`src/rtl/axi_stream_header_arbiter.sv`:
```
// Round-robin header arbiter for the AXI-Stream header-insert datapath; one header in flight per packet.
// Optional HDR_ARB_TIMEOUT_EN adds an ISSUE+BUSY watchdog with sticky timeout_err.
//   state | meaning
//   IDLE  | arbitrate among req_valid from the round-robin pointer
//   ISSUE | header presented on the insert port, waiting for ready_insert
//   BUSY  | header accepted, waiting for the packet's last beat downstream
module axi_stream_header_arbiter #(
    parameter int DATA_WD      = 32,
    parameter int DATA_BYTE_WD = DATA_WD / 8,
    parameter int BYTE_CNT_WD  = $clog2(DATA_BYTE_WD),
    parameter int NUM_REQ      = 4,
    parameter int REQ_ID_WD    = $clog2(NUM_REQ)
`ifdef HDR_ARB_TIMEOUT_EN
    ,
    parameter int TIMEOUT      = 1024
`endif
) (
    input  logic                               clk,
    input  logic                               rst,
    input  logic [NUM_REQ-1:0]                 req_valid,
    output logic [NUM_REQ-1:0]                 req_ready,
    input  logic [NUM_REQ*DATA_WD-1:0]         req_data,
    input  logic [NUM_REQ*(BYTE_CNT_WD+1)-1:0] req_cnt,
    output logic                               valid_insert,
    output logic [DATA_WD-1:0]                 data_insert,
    output logic [DATA_BYTE_WD-1:0]            keep_insert,
    output logic [BYTE_CNT_WD:0]               byte_insert_cnt,
    input  logic                               ready_insert,
    input  logic                               mon_valid_out,
    input  logic                               mon_ready_out,
    input  logic                               mon_last_out,
    output logic [REQ_ID_WD-1:0]               grant_id,
    output logic                               busy,
    output logic [15:0]                        pkt_cnt,
    output logic [7:0]                         err_bad_cnt
`ifdef HDR_ARB_TIMEOUT_EN
    ,
    output logic                               timeout_err
`endif
);

    localparam int CNT_WD = BYTE_CNT_WD + 1;

    typedef enum logic [1:0] {S_IDLE, S_ISSUE, S_BUSY} state_t;

    state_t                 state_q, state_d;
    logic [REQ_ID_WD-1:0]   ptr_q, ptr_d;
    logic [NUM_REQ-1:0]     req_ready_d;
    logic                   valid_insert_d;
    logic [DATA_WD-1:0]     data_insert_d;
    logic [DATA_BYTE_WD-1:0] keep_insert_d;
    logic [CNT_WD-1:0]      byte_insert_cnt_d;
    logic [REQ_ID_WD-1:0]   grant_id_d;
    logic                   busy_d;
    logic [15:0]            pkt_cnt_d;
    logic [7:0]             err_bad_cnt_d;

    logic                   win_found;
    logic [REQ_ID_WD-1:0]   win_id;
    logic [CNT_WD-1:0]      win_cnt;
    logic [DATA_WD-1:0]     win_data;
    logic                   cnt_ok;
    logic [DATA_BYTE_WD-1:0] keep_calc;
    logic                   last_acc;

`ifdef HDR_ARB_TIMEOUT_EN
    logic [15:0]            tmo_q, tmo_d;
    logic                   timeout_err_d;
`endif

    always_comb begin
        int idx;
        idx       = 0;
        win_found = 1'b0;
        win_id    = '0;
        for (int k = 0; k < NUM_REQ; k++) begin
            idx = int'(ptr_q) + k;
            if (idx >= NUM_REQ) idx = idx - NUM_REQ;
            if (!win_found && req_valid[idx]) begin
                win_found = 1'b1;
                win_id    = REQ_ID_WD'(idx);
            end
        end
    end

    assign win_cnt  = req_cnt[win_id*CNT_WD +: CNT_WD];
    assign win_data = req_data[win_id*DATA_WD +: DATA_WD];
    assign cnt_ok   = (win_cnt != '0) && (int'(win_cnt) <= DATA_BYTE_WD);
    assign last_acc = mon_valid_out && mon_ready_out && mon_last_out;

    always_comb begin
        keep_calc = '0;
        for (int i = 0; i < DATA_BYTE_WD; i++) keep_calc[i] = (i < int'(win_cnt));
    end

    always_comb begin
        state_d           = state_q;
        ptr_d             = ptr_q;
        req_ready_d       = '0;
        valid_insert_d    = valid_insert;
        data_insert_d     = data_insert;
        keep_insert_d     = keep_insert;
        byte_insert_cnt_d = byte_insert_cnt;
        grant_id_d        = grant_id;
        busy_d            = busy;
        pkt_cnt_d         = pkt_cnt;
        err_bad_cnt_d     = err_bad_cnt;
`ifdef HDR_ARB_TIMEOUT_EN
        tmo_d             = tmo_q;
        timeout_err_d     = timeout_err;
`endif
        case (state_q)
            S_IDLE: begin
                // Skip the cycle a req_ready pulse is out: the granted requester still shows valid then.
                if (win_found && (req_ready == '0)) begin
                    req_ready_d[win_id] = 1'b1;
                    grant_id_d          = win_id;
                    ptr_d = (win_id == REQ_ID_WD'(NUM_REQ - 1)) ? '0 : win_id + 1'b1;
                    if (cnt_ok) begin
                        data_insert_d     = win_data;
                        byte_insert_cnt_d = win_cnt;
                        keep_insert_d     = keep_calc;
                        valid_insert_d    = 1'b1;
                        busy_d            = 1'b1;
                        state_d           = S_ISSUE;
`ifdef HDR_ARB_TIMEOUT_EN
                        tmo_d             = '0;
`endif
                    end else if (err_bad_cnt != 8'hFF) begin
                        err_bad_cnt_d = err_bad_cnt + 8'd1;
                    end
                end
            end
            S_ISSUE: begin
                if (ready_insert) begin
                    valid_insert_d = 1'b0;
                    state_d        = S_BUSY;
                end
            end
            S_BUSY: begin
                if (last_acc) begin
                    pkt_cnt_d = pkt_cnt + 16'd1;
                    busy_d    = 1'b0;
                    state_d   = S_IDLE;
                end
            end
            default: state_d = S_IDLE;
        endcase
`ifdef HDR_ARB_TIMEOUT_EN
        if ((state_q == S_ISSUE) || (state_q == S_BUSY && !last_acc)) begin
            tmo_d = tmo_q + 16'd1;
            if (tmo_q == 16'(TIMEOUT - 1)) begin
                state_d        = S_IDLE;
                valid_insert_d = 1'b0;
                busy_d         = 1'b0;
                timeout_err_d  = 1'b1;
            end
        end
`endif
    end

    always_ff @(posedge clk) begin
        if (rst) begin
            state_q         <= S_IDLE;
            ptr_q           <= '0;
            req_ready       <= '0;
            valid_insert    <= 1'b0;
            data_insert     <= '0;
            keep_insert     <= '0;
            byte_insert_cnt <= '0;
            grant_id        <= '0;
            busy            <= 1'b0;
            pkt_cnt         <= '0;
            err_bad_cnt     <= '0;
`ifdef HDR_ARB_TIMEOUT_EN
            tmo_q           <= '0;
            timeout_err     <= 1'b0;
`endif
        end else begin
            state_q         <= state_d;
            ptr_q           <= ptr_d;
            req_ready       <= req_ready_d;
            valid_insert    <= valid_insert_d;
            data_insert     <= data_insert_d;
            keep_insert     <= keep_insert_d;
            byte_insert_cnt <= byte_insert_cnt_d;
            grant_id        <= grant_id_d;
            busy            <= busy_d;
            pkt_cnt         <= pkt_cnt_d;
            err_bad_cnt     <= err_bad_cnt_d;
`ifdef HDR_ARB_TIMEOUT_EN
            tmo_q           <= tmo_d;
            timeout_err     <= timeout_err_d;
`endif
        end
    end

endmodule

```
`config.mk`:
```
export PLATFORM = sky130hd
export DESIGN_NAME = axi_stream_header_arbiter
export DESIGN_NICKNAME = d
export VERILOG_FILES = /design/src/rtl/axi_stream_header_arbiter.sv
export SDC_FILE = /design/constraint.sdc
export NUM_CORES = 1
export LEC_CHECK = 0
export CELL_PAD_IN_SITES_DETAIL_PLACEMENT = 1
export CELL_PAD_IN_SITES_GLOBAL_PLACEMENT = 2
export CORE_AREA = 2 2 155 157
export DETAILED_ROUTE_END_ITERATION = 10
export DIE_AREA = 0 0 157 159
export HOLD_SLACK_MARGIN = 0.1
export PLACE_DENSITY = 0.85
export SETUP_SLACK_MARGIN = 0.2
export SYNTH_ARGS = -nofsm -noshare
export SYNTH_HDL_FRONTEND = slang
export SYNTH_SLANG_ARGS = --single-unit
```
`constraint.sdc`:
```
create_clock -name clk -period 2.6 [get_ports clk]
set_input_delay 0.52 -clock clk [delete_from_list [all_inputs] [get_ports clk]]
set_output_delay 0.52 -clock clk [all_outputs]
set_load 0.02 [all_outputs]
```
==> flow_metrics.env, run 1 <==
export IMPL_status="finished, final reports clean"
export IMPL_boundaryPins=221
export IMPL_drive_gt1_frac=0.143
export IMPL_drt_vias_per_instance=4.51
export IMPL_htreeDepth=3
export IMPL_vias=4942
export IMPL_rows=56
export IMPL_gp_congestion=0.730
export IMPL_hpwlAfterDp_um=12800
export IMPL_synth_ff_latch_count=74
export IMPL_grt_max_degree=59
export IMPL_clock_root_buffer="clkbuf_16"
export IMPL_hold_viol_final=0
export IMPL_drv_cap=0
export IMPL_critPathMaxFanout=8
export IMPL_syn_nets=684
export IMPL_core_area_mm2=0.0232
export IMPL_most_common_layout_cells="clkdlybuf4s50_1, a21oi_1, dfxtp_1, nand3_1, nor2b_1"
export IMPL_syn_area_mm2=0.00435
export IMPL_setup_worst_path_start_class="register"
export IMPL_slew_violations=0
export IMPL_p_leak_nw=2.80
export IMPL_num_antenna_cells=0
export IMPL_synth_cell_types=49
export IMPL_first_global_vias=4900
export IMPL_pre_cts_slack_ps=-487
export IMPL_max_slew_worst_pin_slew_ps=634
export IMPL_start_util=0.188
export IMPL_ys_flop_type="dfxtp_1"
export IMPL_track_usage=0.137
export IMPL_grt_overflow_total=0
export IMPL_synth_edf_count=0
export IMPL_max_freq_mhz=402
export IMPL_cp_arrival_ps=2760
export IMPL_io_buffers=220
export IMPL_antenna_left=0
export IMPL_hold_path_class="reg -> reg"
export IMPL_synth_top_cell_area_share=0.340
export IMPL_final_common_cell="clkdlybuf4s50_1"
export IMPL_tritoncts="built"
export IMPL_layout_area_overhead_vs_synth_pct=81.2
export IMPL_slew_headroom=0.577
export IMPL_first_pass_iters=4
export IMPL_dp_cells=1057
export IMPL_power_density_mw_per_mm2=992
export IMPL_stdcell_count=1095
export IMPL_synth_seq_area_share=0.340
export IMPL_setup_ws_ps=112
export IMPL_postCtsHoldBufs=0
export IMPL_yosys_warnings=0
export IMPL_synthArstFlopShare=0
export IMPL_clock_path_buffers=2
export IMPL_synthTopCellsByArea="dfxtp_1, a21oi_1, mux2i_1"
export IMPL_wl_per_cell_um=16.8
export IMPL_finish_utilization=0.340
export IMPL_peakVddDrop_mv=0.394
export IMPL_endpoint_kind="register"
export IMPL_worst_clock_skew_ps=9.15
export IMPL_die_x_um=157
export IMPL_clock_latency_ps=350
export IMPL_cts_inserted_buffers=9
export IMPL_reg2reg_depth=14
export IMPL_whs_path_depth=2
export IMPL_clkSinkCount=74
export IMPL_syn_inst=528
export IMPL_drt_total_wl_um=18400
export IMPL_setup_viol=0
export IMPL_cts_clk_slew_worst_paths_ps=70
export IMPL_die_area_mm2=0.0250
export IMPL_synth_area_leader_cell="dfxtp_1"
export IMPL_drc_errors=0
export IMPL_post_route_min_period_ps=2490
export IMPL_antenna_found_initial=0
export IMPL_fp_dieH_um=159
export IMPL_critPathKind="reg -> reg"
export IMPL_rsz0062_at_grt="true"
export IMPL_grt_pass1_wl_um=26700
export IMPL_avgSynthCellArea_um2=8.24
export IMPL_nNetsFinal=927
export IMPL_initialDrtViolationCount=123
export IMPL_cp_required_ps=2880
export IMPL_final_period_utilization=0.957
-- critical path, stage by stage, from the launching register on --
cell and delay (ps):
dfxtp_4 350, buf_6 130, nand2_4 60, a21oi_4 60, nor3_4 220, buf_12 180
mux2i_4 270, mux2i_4 110, buf_12 140, buf_8 120, o211ai_4 250, buf_12 150
clkbuf_16 150, nand3_1 80, a21oi_1 140
-- Yosys cell counts, types with 6 or more instances --
cell / instances
a21oi_1: 85
dfxtp_1: 74
nand3_1: 42
mux2i_1: 41
nor2b_1: 36
a211oi_1: 33
nor2_1: 31
o21ai_0: 23
clkbuf_1: 22
nand2_1: 16
o21ai_1: 16
buf_2: 11
xor2_1: 10
nor3_1: 8
and3_1: 6
ha_1: 6
nand4_1: 6
-- final timing paths --
kind / endpoint / slack (ps) / startpoint
setup / recovery: data_insert[24] / 110 / ptr_q[1]
hold / removal: data_insert[30] / 470 / data_insert[30]
setup reg to reg: data_insert[24] / 110 / ptr_q[1]
hold reg to reg: data_insert[30] / 470 / data_insert[30]
-- flip-flops by register name (all words and copies together) (netlist names) --
register	flops
valid_insert	1
grant_id	2
data_insert	32
busy	1
err_bad_cnt	8
keep_insert	4
pkt_cnt	16
state_q	2
ptr_q	2
byte_insert_cnt	2
req_ready	4
-- repair_timing --
item                                    in CTS  in global routing
cloned                                       2                  5
endpoints found under the setup margin      49                 49
pin swaps                                    6                  7
hold endpoints to repair                     0                  0
setup buffers                                9                  6
resized for setup                           21                 16
-- cell type report --
cell class                      count  area (um^2)
Clock buffer                        9          225
Sequential cell                    74         1490
Fill cell                        2686        15300
Clock inverter                      7         83.8
Inverter                            6         22.5
Multi-Input combinational cell    406         2810
Tap cell                          319          399
Timing Repair Buffer              274         2860
-- stage by stage --
step           hold slack [ps]  power (mW)  area, um^2  TNS, ps
2_1_floorplan              481        4.13        4420        0
3_3_place_gp               452        5.90        7160   -16010
3_5_place_dp               460        5.96        7160   -21100
4_1_cts                    468        7.58        7660        0
5_1_grt                    490        8.37        7890    -53.9
6_report                   465        7.82        7890        0
-- kinds of logic after synthesis --
| logic type | synth area share |
|---|---|
| xor+xnor | 0.0241 |
| buf+inv | 0.0540 |
| mux | 0.129 |
| fa+ha+maj | 0.0172 |
| simple gates | 0.204 |
| compound gates | 0.231 |
| flops | 0.340 |
-- power breakdown --
group          switching, mW  leakage, nW  total (mW)  internal (mW)
clock                  0.561        0.149        1.32          0.762
sequential             0.203        0.605        1.67           1.47
combinational           2.51         2.04        4.82           2.32
total                   3.27         2.80        7.82           4.55
-- routing by layer --
| metal | part of all wire | track usage | vias to the layer above | routed length (um) |
|---|---|---|---|---|
| li1 | - | - | 2417 | - |
| met1 | 0.43 | 0.164 | 2368 | 7880 |
| met2 | 0.49 | 0.239 | 147 | 9000 |
| met3 | 0.072 | 0.0406 | 10 | 1320 |
| met4 | 0.0080 | 0.0300 | 0 | 146 |
| met5 | 0 | 0 | - | 0 |
No activity file was read; power rests on OpenSTA's default activity.
==> run 2, diff against run 1 <==
==> config.mk (replaced) <==
export PLATFORM = sky130hd
export DESIGN_NAME = axi_stream_header_arbiter
export DESIGN_NICKNAME = d
export VERILOG_FILES = /design/src/rtl/axi_stream_header_arbiter.sv
export SDC_FILE = /design/constraint.sdc
export NUM_CORES = 1
export LEC_CHECK = 0
export CORE_AREA = 2 2 112 114
export DETAILED_ROUTE_END_ITERATION = 10
export DIE_AREA = 0 0 114 116
export HOLD_SLACK_MARGIN = 0.1
export PLACE_DENSITY = 0.88
export SETUP_SLACK_MARGIN = 0.2
export SYNTH_ARGS = -nofsm -noshare
export SYNTH_HDL_FRONTEND = slang
export SYNTH_SLANG_ARGS = --single-unit
export TNS_END_PERCENT = 50
==> run 2 against run 1 <==
Wire length fell by 11%. Sequential share of layout area fell by 0.13 points. Hold slack got worse by 1.7 ps. Via count rose by 0.55%. Final area rose by 0.68%. Worst setup slack got worse by 78 ps. Final cell count fell by 14%. Combinational power rose by 9.3%. Register-to-register slack got worse by 80 ps. Non-clock buffer count rose by 23. Global-route usage rose by 8.7 points. Largest power group unchanged.
==> flow_metrics.env, run 2 (synthesis gave the netlist of run 1 again) <==
export IMPL_status="finished, final reports clean"
export IMPL_grt_max_degree=66
export IMPL_clkSinkCount=74
export IMPL_rows=40
export IMPL_postCtsHoldBufs=0
export IMPL_drive_gt1_frac=0.191
export IMPL_fin_hold_ws_ps=464
export IMPL_gp_congestion=0.807
export IMPL_tritoncts="built"
export IMPL_wl_per_cell_um=17.3
export IMPL_final_common_cell="clkdlybuf4s50_1"
export IMPL_clock_path_buffers=2
export IMPL_drc_errors=0
export IMPL_htreeDepth=3
export IMPL_grt_pass1_wl_um=23400
export IMPL_drv_cap=0
export IMPL_clock_root_buffer="clkbuf_16"
export IMPL_max_freq_mhz=390
export IMPL_drt_total_wl_um=16300
export IMPL_final_period_utilization=0.987
export IMPL_cts_clk_slew_worst_paths_ps=60
export IMPL_io_buffers=220
export IMPL_drt_vias_per_instance=5.25
export IMPL_post_route_min_period_ps=2570
export IMPL_core_area_mm2=0.0119
export IMPL_multiInputGateArea_mm2=0.00293
export IMPL_finish_utilization=0.667
export IMPL_endpoint_kind="register"
export IMPL_max_slew_worst_pin_slew_ps=760
export IMPL_vias=4969
export IMPL_most_common_layout_cells="clkdlybuf4s50_1, a21oi_1, dfxtp_1, buf_4, nand3_1"
export IMPL_cts_inserted_buffers=9
export IMPL_peakVddDrop_mv=0.519
export IMPL_boundaryPins=221
export IMPL_placed_cell_area_mm2=0.00701
export IMPL_critPathKind="reg -> reg"
export IMPL_cp_arrival_ps=2820
export IMPL_p_leak_nw=2.92
export IMPL_worst_clock_skew_ps=8.25
export IMPL_power_mw=8.10
export IMPL_cp_required_ps=2850
export IMPL_antenna_found_initial=0
export IMPL_start_util=0.365
export IMPL_die_area_mm2=0.0132
export IMPL_antenna_left=0
export IMPL_fp_dieH_um=116
export IMPL_slew_violations=0
export IMPL_top_register="data_insert"
export IMPL_clock_latency_ps=330
export IMPL_initialDrtViolationCount=269
export IMPL_fill_cells=923
export IMPL_fin_area_mm2=0.00794
export IMPL_setup_worst_path_start_class="register"
export IMPL_largestRegisters="data_insert (32), pkt_cnt (16), err_bad_cnt (8)"
export IMPL_die_x_um=114
export IMPL_fin_setup_tns_ps=0
export IMPL_hold_path_class="reg -> reg"
export IMPL_first_pass_iters=4
export IMPL_nNetsFinal=950
export IMPL_layout_area_overhead_vs_synth_pct=82.5
export IMPL_first_global_vias=4659
export IMPL_hpwlAfterDp_um=11300
export IMPL_critPathMaxFanout=6
export IMPL_setup_viol=0
export IMPL_rsz0062_at_grt="true"
export IMPL_slew_headroom=0.493
export IMPL_grt_overflow_total=0
export IMPL_layout_area_seq_mm2=0.00149
export IMPL_hold_viol_final=0
export IMPL_num_antenna_cells=0
export IMPL_track_usage=0.223
export IMPL_largest_register_ffs=32
export IMPL_power_density_mw_per_mm2=1020
run 2: final timing paths:
| kind | start | to | slack [ps] | depth (start not counted) |
|---|---|---|---|---|
| max | ptr_q[1] | data_insert[15] | 30 | 13 |
| min | data_insert[27] | data_insert[27] | 460 | 2 |
| max reg2reg | ptr_q[1] | data_insert[15] | 30 | 13 |
| min reg2reg | data_insert[27] | data_insert[27] | 460 | 2 |
run 2: power breakdown:
part,leakage (nW),internal (mW),switching [mW]
registers,0.605,1.47,0.197
logic,2.18,2.65,2.63
clock network,0.128,0.651,0.508
total,2.92,4.77,3.33
run 2: per-stage QoR:
step	instances	setup slack, ps
after global placement	902	-431
after global routing	946	-57.8
after detailed placement	902	-502
after CTS	934	118
after floorplan	528	172
final	946	33.4
run 2: final cells by class:
type,instances,area share
inverters,6,0.00284
repair buffers,297,0.383
well taps,147,0.0232
flip-flops and latches,74,0.187
clock buffers,9,0.0284
multi-input cells,406,0.368
clock inverters,7,0.00677
run 2: critical path, stage by stage (launching register included):
cell	delay [ps]
dfxtp_4	350
buf_6	130
nor3b_4	230
nor3_4	70
buf_12	140
mux2i_4	180
buf_4	140
mux2_4	290
buf_4	150
a211oi_4	240
buf_6	170
buf_6	140
o21ai_0	110
a21oi_1	130
run 2: metal layers:
metal / wire (um) / vias to the layer above / global-route usage
met5: 0 / - / 0
met4: 336 / 0 / 0.0821
met3: 1200 / 26 / 0.0549
met2: 8210 / 192 / 0.398
met1: 6570 / 2296 / 0.261
li1: - / 2455 / -
run 2: timing repair:
action                                 in CTS  in global routing
gates cloned                                2                  7
endpoints found under the hold margin       0                  0
resized for setup                          48                 49
setup endpoints to repair                  49                 49
setup buffers                              14                  5
pin swaps                                  15                 22
